## src/rtl/boot_load_sequencer.sv

```systemverilog
// Boot loader: halts CPU0, bursts an instruction/data image over AXI4, writes the boot PC, resumes CPU0.
// Optional BOOT_SEQ_CHECKSUM_EN adds a running sum of all image beats on the checksum output.
module boot_load_sequencer #(
    parameter int unsigned MAX_BURST   = 255,
    parameter int unsigned CNT_W       = 16,
    parameter logic [31:0] PC_REG_ADDR = 32'h1A11_2000
) (
    input  logic             clk,
    input  logic             rst,
    input  logic             start,
    input  logic [31:0]      instr_base,
    input  logic [CNT_W-1:0] instr_words,
    input  logic [31:0]      data_base,
    input  logic [CNT_W-1:0] data_words,
    input  logic [31:0]      boot_pc,
    input  logic             src_valid,
    output logic             src_ready,
    input  logic [31:0]      src_data,
    output logic             cpu_stall,
    input  logic             cpu_stalled,
    output logic             aw_valid,
    input  logic             aw_ready,
    output logic [31:0]      aw_addr,
    output logic [7:0]       aw_len,
    output logic [2:0]       aw_size,
    output logic [1:0]       aw_burst,
    output logic             w_valid,
    input  logic             w_ready,
    output logic [31:0]      w_data,
    output logic             w_last,
    output logic [3:0]       w_strb,
    input  logic             b_valid,
    output logic             b_ready,
    input  logic [1:0]       b_resp,
    output logic             busy,
    output logic             done,
    output logic             error,
    output logic [31:0]      checksum
);

    typedef enum logic [3:0] {
        S_IDLE, S_STALL, S_AW, S_W, S_B, S_PC_AW, S_PC_W, S_PC_B, S_RESUME, S_DONE, S_ERROR
    } state_t;

    state_t           state_q;
    logic             region_q;
    logic [31:0]      instr_base_q, data_base_q, pc_q;
    logic [CNT_W-1:0] instr_words_q, data_words_q, words_done_q;
    logic [8:0]       beat_q, beats_q;
    logic             aw_valid_q, cpu_stall_q, busy_q, done_q, error_q;
    logic [31:0]      aw_addr_q;
    logic [7:0]       aw_len_q;

    logic             start_ok, w_fire, last_beat, advance;
    logic             region_d, to_pc_d;
    logic [CNT_W-1:0] words_done_d, sum_d, sel_words, rem;
    logic [31:0]      sel_base, rem32, burst_addr_d;
    logic [8:0]       burst_beats_d;

    assign start_ok  = start && (state_q == S_IDLE || state_q == S_DONE || state_q == S_ERROR);
    assign w_fire    = (state_q == S_W) && src_valid && w_ready;
    assign last_beat = (beat_q == beats_q - 9'd1);
    assign advance   = (state_q == S_STALL && cpu_stalled) ||
                       (state_q == S_B && b_valid && b_resp == 2'b00);

    // Pick the next burst: continue the current region, move to data, or fall through to the PC write.
    always_comb begin
        region_d     = 1'b0;
        words_done_d = '0;
        to_pc_d      = 1'b0;
        sum_d        = words_done_q + CNT_W'(beats_q);
        if (state_q == S_STALL) begin
            if (instr_words_q != '0)     region_d = 1'b0;
            else if (data_words_q != '0) region_d = 1'b1;
            else                         to_pc_d  = 1'b1;
        end else if (!region_q) begin
            if (sum_d < instr_words_q) begin
                words_done_d = sum_d;
            end else if (data_words_q != '0) begin
                region_d = 1'b1;
            end else begin
                to_pc_d = 1'b1;
            end
        end else begin
            region_d = 1'b1;
            if (sum_d < data_words_q) words_done_d = sum_d;
            else                      to_pc_d      = 1'b1;
        end
        sel_base      = region_d ? data_base_q  : instr_base_q;
        sel_words     = region_d ? data_words_q : instr_words_q;
        rem           = sel_words - words_done_d;
        rem32         = 32'(rem);
        burst_beats_d = (rem32 > 32'(MAX_BURST)) ? 9'(MAX_BURST) : 9'(rem32);
        burst_addr_d  = sel_base + (32'(words_done_d) << 2);
    end

    always_ff @(posedge clk or posedge rst) begin
        if (rst) begin
            state_q       <= S_IDLE;
            region_q      <= 1'b0;
            instr_base_q  <= '0;
            data_base_q   <= '0;
            pc_q          <= '0;
            instr_words_q <= '0;
            data_words_q  <= '0;
            words_done_q  <= '0;
            beat_q        <= '0;
            beats_q       <= '0;
            aw_valid_q    <= 1'b0;
            aw_addr_q     <= '0;
            aw_len_q      <= '0;
            cpu_stall_q   <= 1'b0;
            busy_q        <= 1'b0;
            done_q        <= 1'b0;
            error_q       <= 1'b0;
        end else begin
            case (state_q)
                S_IDLE, S_DONE, S_ERROR: begin
                    if (start) begin
                        instr_base_q  <= instr_base;
                        instr_words_q <= instr_words;
                        data_base_q   <= data_base;
                        data_words_q  <= data_words;
                        pc_q          <= boot_pc;
                        done_q        <= 1'b0;
                        error_q       <= 1'b0;
                        cpu_stall_q   <= 1'b1;
                        busy_q        <= 1'b1;
                        state_q       <= S_STALL;
                    end
                end
                S_AW: begin
                    if (aw_ready) begin
                        aw_valid_q <= 1'b0;
                        beat_q     <= '0;
                        state_q    <= S_W;
                    end
                end
                S_W: begin
                    if (w_fire) begin
                        beat_q <= beat_q + 9'd1;
                        if (last_beat) state_q <= S_B;
                    end
                end
                S_B: begin
                    if (b_valid && b_resp != 2'b00) begin
                        busy_q  <= 1'b0;
                        error_q <= 1'b1;
                        state_q <= S_ERROR;
                    end
                end
                S_PC_AW: begin
                    if (aw_ready) begin
                        aw_valid_q <= 1'b0;
                        state_q    <= S_PC_W;
                    end
                end
                S_PC_W: begin
                    if (w_ready) state_q <= S_PC_B;
                end
                S_PC_B: begin
                    if (b_valid) begin
                        if (b_resp != 2'b00) begin
                            busy_q  <= 1'b0;
                            error_q <= 1'b1;
                            state_q <= S_ERROR;
                        end else begin
                            cpu_stall_q <= 1'b0;
                            state_q     <= S_RESUME;
                        end
                    end
                end
                S_RESUME: begin
                    done_q  <= 1'b1;
                    busy_q  <= 1'b0;
                    state_q <= S_DONE;
                end
                default: ;
            endcase
            // Shared launch path for STALL-ack and OKAY responses; overrides the case above.
            if (advance) begin
                region_q     <= region_d;
                words_done_q <= words_done_d;
                beats_q      <= to_pc_d ? 9'd1 : burst_beats_d;
                aw_valid_q   <= 1'b1;
                aw_addr_q    <= to_pc_d ? PC_REG_ADDR : burst_addr_d;
                aw_len_q     <= to_pc_d ? 8'd0 : 8'(burst_beats_d - 9'd1);
                state_q      <= to_pc_d ? S_PC_AW : S_AW;
            end
        end
    end

`ifdef BOOT_SEQ_CHECKSUM_EN
    logic [31:0] checksum_q;
    always_ff @(posedge clk or posedge rst) begin
        if (rst)           checksum_q <= '0;
        else if (start_ok) checksum_q <= '0;
        else if (w_fire)   checksum_q <= checksum_q + src_data;
    end
    assign checksum = checksum_q;
`else
    assign checksum = '0;
`endif

    assign src_ready = (state_q == S_W) && w_ready;
    assign w_valid   = (state_q == S_W) ? src_valid : (state_q == S_PC_W);
    assign w_data    = (state_q == S_W) ? src_data : ((state_q == S_PC_W) ? pc_q : '0);
    assign w_last    = (state_q == S_W) ? last_beat : (state_q == S_PC_W);
    assign b_ready   = (state_q == S_B) || (state_q == S_PC_B);
    assign aw_valid  = aw_valid_q;
    assign aw_addr   = aw_addr_q;
    assign aw_len    = aw_len_q;
    assign aw_size   = 3'b010;
    assign aw_burst  = 2'b01;
    assign w_strb    = 4'hF;
    assign cpu_stall = cpu_stall_q;
    assign busy      = busy_q;
    assign done      = done_q;
    assign error     = error_q;

endmodule
```

## config.mk

```make
export PLATFORM = sky130hd
export DESIGN_NAME = boot_load_sequencer
export DESIGN_NICKNAME = d
export VERILOG_FILES = /design/src/rtl/boot_load_sequencer.sv
export SDC_FILE = /design/constraint.sdc
export NUM_CORES = 1
export LEC_CHECK = 0
export ABC_AREA = 0
export BUFFER_PORTS_ARGS = -buffer_cell sky130_fd_sc_hd__buf_2
export CAP_MARGIN = 20
export CORE_MARGIN = 2
export CORE_UTILIZATION = 46
export DETAILED_ROUTE_END_ITERATION = 12
export GPL_TIMING_DRIVEN = 0
export PLACE_DENSITY_LB_ADDON = 0.1
export SYNTH_ARGS = -nofsm -noshare
export SYNTH_HDL_FRONTEND = slang
export SYNTH_SLANG_ARGS = --single-unit
```

## constraint.sdc

```tcl
create_clock -name clk -period 23.3 [get_ports clk]
set_input_delay 1.165 -clock clk [delete_from_list [all_inputs] [get_ports clk]]
set_output_delay 1.165 -clock clk [all_outputs]
set_load 0.005 [all_outputs]
```

# Word-level counts from Yosys, hierarchy flattened
# Cells that the tools add are included.
[totals] register_bits=212 input_bits=170 output_inout_bits=122 wordCells=141
[classes] n_addsub=6 order_cmp=3 eq_ne=26 n_mux=57 n_reduce_logical=32
[op_table] cell="$mux 32" count=4
[op_table] cell="$mux 16" count=5
[op_table] cell="$mux 4" count=9
[op_table] cell="$mux 9" count=4
[op_table] cell="$add 32x18->32" count=1
[op_table] cell="$lt 16x16->1" count=2
[op_table] cell="$pmux 4 s8" count=1
[op_table] cell="$reduce_bool 16->1" count=2
[op_table] cell="$mux 1" count=26
[op_table] cell="$ne 3x3->1 const B" count=8
[op_table] cell="$pmux 9 s2" count=1
[op_table] cell="$add 16x9->16" count=1
[op_table] cell="$eq 4x3->1 const B" count=4
[op_table] cell="$gt 16x8->1 const B" count=1
[op_table] cell="$sub 16x16->16" count=1
[op_table] cell="$ne 2x2->1 const B" count=7
[op_table] cell="$eq 4x4->1 const B" count=3
[op_table] cell="$reduce_bool 2->1" count=6
[op_table] cell="$reduce_and 5->1" count=2
[op_table] cell="$add 9x1->9 const B" count=1
[op_table] cell="$eq 9x9->1" count=1
[op_table] cell="$reduce_and 9->1" count=1
[op_table] cell="$reduce_bool 9->1" count=1
[op_table] cell="$sub 9x1->9 const B" count=1
[op_table] cell="20 further kinds" count=31

# Longest topological paths before layout
[depth] word_depth=11 mapped_depth=42 depth_no_buf=41

# Worst setup path after synthesis
# OpenSTA, ideal clock, no wires.
[synth_timing] kind="reg-to-reg" start="register beats_q[0]" end="register aw_len_q[6], in the netlist aw_len[6]" setup_time_ns=0.083 arrival_ns=7.825 required_time_ns=23.217 slack_ns=15.392 path_stages_with_launch=43 n_path_buf=3 synth_period_minus_slack_ns=7.908 path_cell_list="dfrtp_1 > ha_1 > inv_1 > fa_1 > nor2b_1 > o21ai_0 > a21oi_1 > o21ai_0 > a21oi_1 > o21ai_0 > a21boi_0 > o211ai_1 > xnor2_1 > ha_1 > nand4_1 > nor3_1 > a2111oi_2 > o21a_1 > [... 7 more ...] > a211oi_2 > o21bai_1 > a21oi_1 > o21ai_1 > a211o_1 > o21ai_1 > nand4_1 > a311o_1 > clkbuf_1 > nor3_1 > ha_1 > nand2_1 > nor2_1 > nand2_1 > nor2_1 > xor2_1 > nor3_1 > o21ai_0"
[synth_via] elab_chain_cells=11 word_cells_on_any_way=20 cone_classes="add/sub (3); order compare (3); mux (14)"
[synth_lines] element="start: declaration" line_no="49" text="logic [8:0] beat_q, beats_q;"
[synth_lines] element="start signal: assignment" line_no="184" text="beats_q <= to_pc_d ? 9'd1 : burst_beats_d;"
[synth_lines] element="$add 16x9->16 (*)" line_no="71" text="sum_d = words_done_q + CNT_W'(beats_q);"
[synth_lines] element="$lt 16x16->1" line_no="77" text="if (sum_d < instr_words_q) begin"
[synth_lines] element="$mux 1" line_no="77"
[synth_lines] element="$mux 1" line_no="76" text="end else if (!region_q) begin"
[synth_lines] element="$mux 1" line_no="72" text="if (state_q == S_STALL) begin"
[synth_lines] element="$mux 16" line_no="90" text="sel_words = region_d ? data_words_q : instr_words_q;"
[synth_lines] element="$sub 16x16->16" line_no="91" text="rem = sel_words - words_done_d;"
[synth_lines] element="$gt 16x8->1" line_no="93" text="burst_beats_d = (rem32 > 32'(MAX_BURST)) ? 9'(MAX_BURST) : 9'(rem32);"
[synth_lines] element="$mux 9" line_no="93"
[synth_lines] element="$sub 8x1->8" line_no="187" text="aw_len_q <= to_pc_d ? 8'd0 : 8'(burst_beats_d - 9'd1);"
[synth_lines] element="$mux 8 (*)" line_no="187"
[synth_lines] element="end signal: assignment" line_no="187"
[synth_lines] element="end: declaration" line_no="52" text="logic [7:0] aw_len_q;"
# Every way passes the cells marked *; elsewhere a longest branch is shown, timed or not.
# A chain may end at the register's enable or synchronous reset.

# Final worst setup path
# Ends and elaborated chain as after synthesis.

==> reports/metrics.csv <==
metric;value;unit
setup_viol;0;
drt.antenna.violating_nets;0;
drc;0;
crit_path_start_kind;flop;
finalWeightedCongestion;0.9323;
clkTransAtPathRegs;0.06;ns
groute.usage.overall;24.59;%
path_max_fanout;10;
ys_seq_area_share;40.28;%
register_area;5305;um2
post_drt_wl_per_cell;17.92;um
dieArea;30000;um2
relSlewSlack;31.65;%
avgViaCountPerCell;5.331;
dr.pass1.iters;5;
cts_tree;done;
syn_to_final_growth;20.58;%
drive_gt1_share;27.47;%
grt_max_degree;113;
peakVddDrop;0.1071;mV
portBuffers;250;
hold_violations;0;
pwr-share-seq;23.5;%
hold_buffers;0;
fp.dieH;173.2;um
setup.worst_path.end_class;flop;
worstPathArrival;10.78;ns
p_leak;7.654;nW
drtIter0Drc;728;
drt-total-wl;37630;um
num_io_pins;292;
fillers;2598;
fin_worst_skew;0.01179;ns
via_count;11200;
slew_violations;0;
final_cell_mix;256 x buf_2, 212 x dfrtp_1, 173 x nand2_1;
period_minus_slack;10.38;ns
synth_cell_types;80;
cp.required;23.70;ns
insertion_delay;0.55;ns
slowest_stage;clkbuf_1;
internal_power;0.001499;W
hpwl;29230;um
multi_input_comb_area;7142;um2
clockPowerShare;13.6;%
avgSynthCellArea;9.510;um2
power.density;177.1;nW/um2
die_w;173.2;um
grt_pass1_vias;11000;
numCtsBuffers;25;
nNetsFinal;1949;
cts.sinks;212;
ys_ff_latch;212;
gr-total-overflow;0;
start_util;47.02;%
yosysWarnings;0;
fmax;0.09630;GHz
syn_inst;1385;
whs;0.4792;ns
dominantRegCellSynth;dfrtp_1;
rows;61;
synthArstFlopShare;100.0;%
worst_slew_pin_slew;1.021;ns
post_cts_buffers;0;
max_stage_delay;0.65;ns
rsz0062_at_grt;no;
diodes;0;
stdcell_area;15880;um2
placeableCoreArea;28010;um2
crit_type;reg2reg;
switching_share;46.70;%
cts_root_buffer;clkbuf_16;
p_comb_share;62.9;%
switching_power;0.001314;W
status;finished clean;
synth-edff-count;0;
cpMostUsedCell;o21ai_0;
h-tree-depth;1;
antenna_found_initial;2;
syn_area;13170;um2
finalSetupTns;0;ns
place_area;15080;um2
totalPowerFinal;0.002813;W
period_share;44.57;%
ctsResizeCount;0;
clockBufferDepth;3;
grt_pass1_wl;59180;um
cap_viol_max_count;0;
hold_path.class;reg2reg;
final_common_cell;buf_2;
power groups by stage:
| stage | clock, W | combinational [W] | sequential (W) |
|---|---|---|---|
| final | 0.000383 | 0.00177 | 0.000662 |
| after global routing | 0.000405 | 0.00196 | 0.000682 |
| after CTS | 0.000391 | 0.00176 | 0.000661 |
| after detailed placement | 0 | 0.00175 | 0.000665 |
| after global placement | 0 | 0.00172 | 0.000661 |
| after floorplan | 0 | 0.00130 | 0.000628 |
registers in the layout, indices dropped and copies added (netlist names):
name	count
aw_addr	32
aw_len	8
aw_valid	1
beat_q	9
beats_q	9
busy	1
cpu_stall	1
data_base_q	32
data_words_q	16
done	1
error	1
instr_base_q	32
instr_words_q	16
pc_q	32
region_q	1
state_q	4
words_done_q	16
worst paths after layout:
| path | startpoint | to | slack [ns] | cells past startpoint |
|---|---|---|---|---|
| worst max-delay path | beats_q[0] | aw_len[6] | 12.92 | 42 |
| max in group asynchronous | rst | instr_words_q[4] | 21.55 | 3 |
| worst min register to register | aw_addr[3] | aw_addr[3] | 0.48 | 2 |
| worst min-delay path | aw_addr[3] | aw_addr[3] | 0.48 | 2 |
| worst max register to register | beats_q[0] | aw_len[6] | 12.92 | 42 |
| min in group asynchronous | rst | pc_q[4] | 0.77 | 2 |
routing by layer:
layer / up-vias / wire [um] / track usage, %
met5: - / 22 / 0
met4: 4 / 1131 / 7.062
met2: 301 / 17730 / 41.77
li1: 5459 / - / -
met3: 52 / 1980 / 4.232
met1: 5380 / 16770 / 32.33
metrics by stage:
step                      util, %  instances  setup WS (ns)
after detailed placement    53.83       2053          13.14
after global placement      53.70       2052          13.20
final                       56.70       2100          12.92
after global routing        56.70       2100          12.07
after floorplan                 -       1424          15.39
after CTS                   56.68       2099          13.08
worst max-delay path, delay by kind of cell, from the launching register on:
kind / cells / cell delay, ns
compound gates: 18 / 4.20
xor+xnor: 2 / 0.61
fa+ha+maj: 6 / 1.80
buf+inv: 5 / 1.45
flops: 1 / 0.43
mux: 1 / 0.38
simple gates: 10 / 1.36
cell type report:
class | instances | share of cell area (%)
plain buffers | 105 | 3.616
flip-flops and latches | 212 | 33.40
clock buffers | 32 | 4.293
repair buffers | 252 | 8.098
well taps | 378 | 2.978
inverters | 79 | 1.914
multi-input cells | 1028 | 44.97
clock inverters | 14 | 0.7326
logic make-up after synthesis:
group,after synthesis,share of synthesized area (%)
flip-flops,212,40.28
adder cells (fa/ha/maj),76,7.391
multiplexers,134,11.28
AO/OA/AOI/OAI,311,15.31
AND/OR/NAND/NOR,397,14.37
other,2,0.05702
buffers and inverters,184,6.611
XOR/XNOR,69,4.702
cells in the mapped netlist (all sizes together) (8+ instances only):
cell type	n	area share (%)
a21o	16	0.91
a21oi	58	2.2
a22o	33	2.2
and2	9	0.44
buf	51	2.8
clkbuf	54	1.5
dfrtp	212	40
ha	73	6.9
inv	79	2.3
mux2	112	9.6
mux2i	22	1.7
nand2	173	4.9
nand2b	17	0.81
nand3	18	0.68
nand3b	8	0.46
nand4	17	0.85
nor2	72	2.1
nor2b	10	0.47
nor3	30	1.1
nor4	14	0.71
o21ai	119	4.6
o31ai	20	1.1
xnor2	37	2.6
xor2	32	2.1
(Power assumes the default switching activity.)
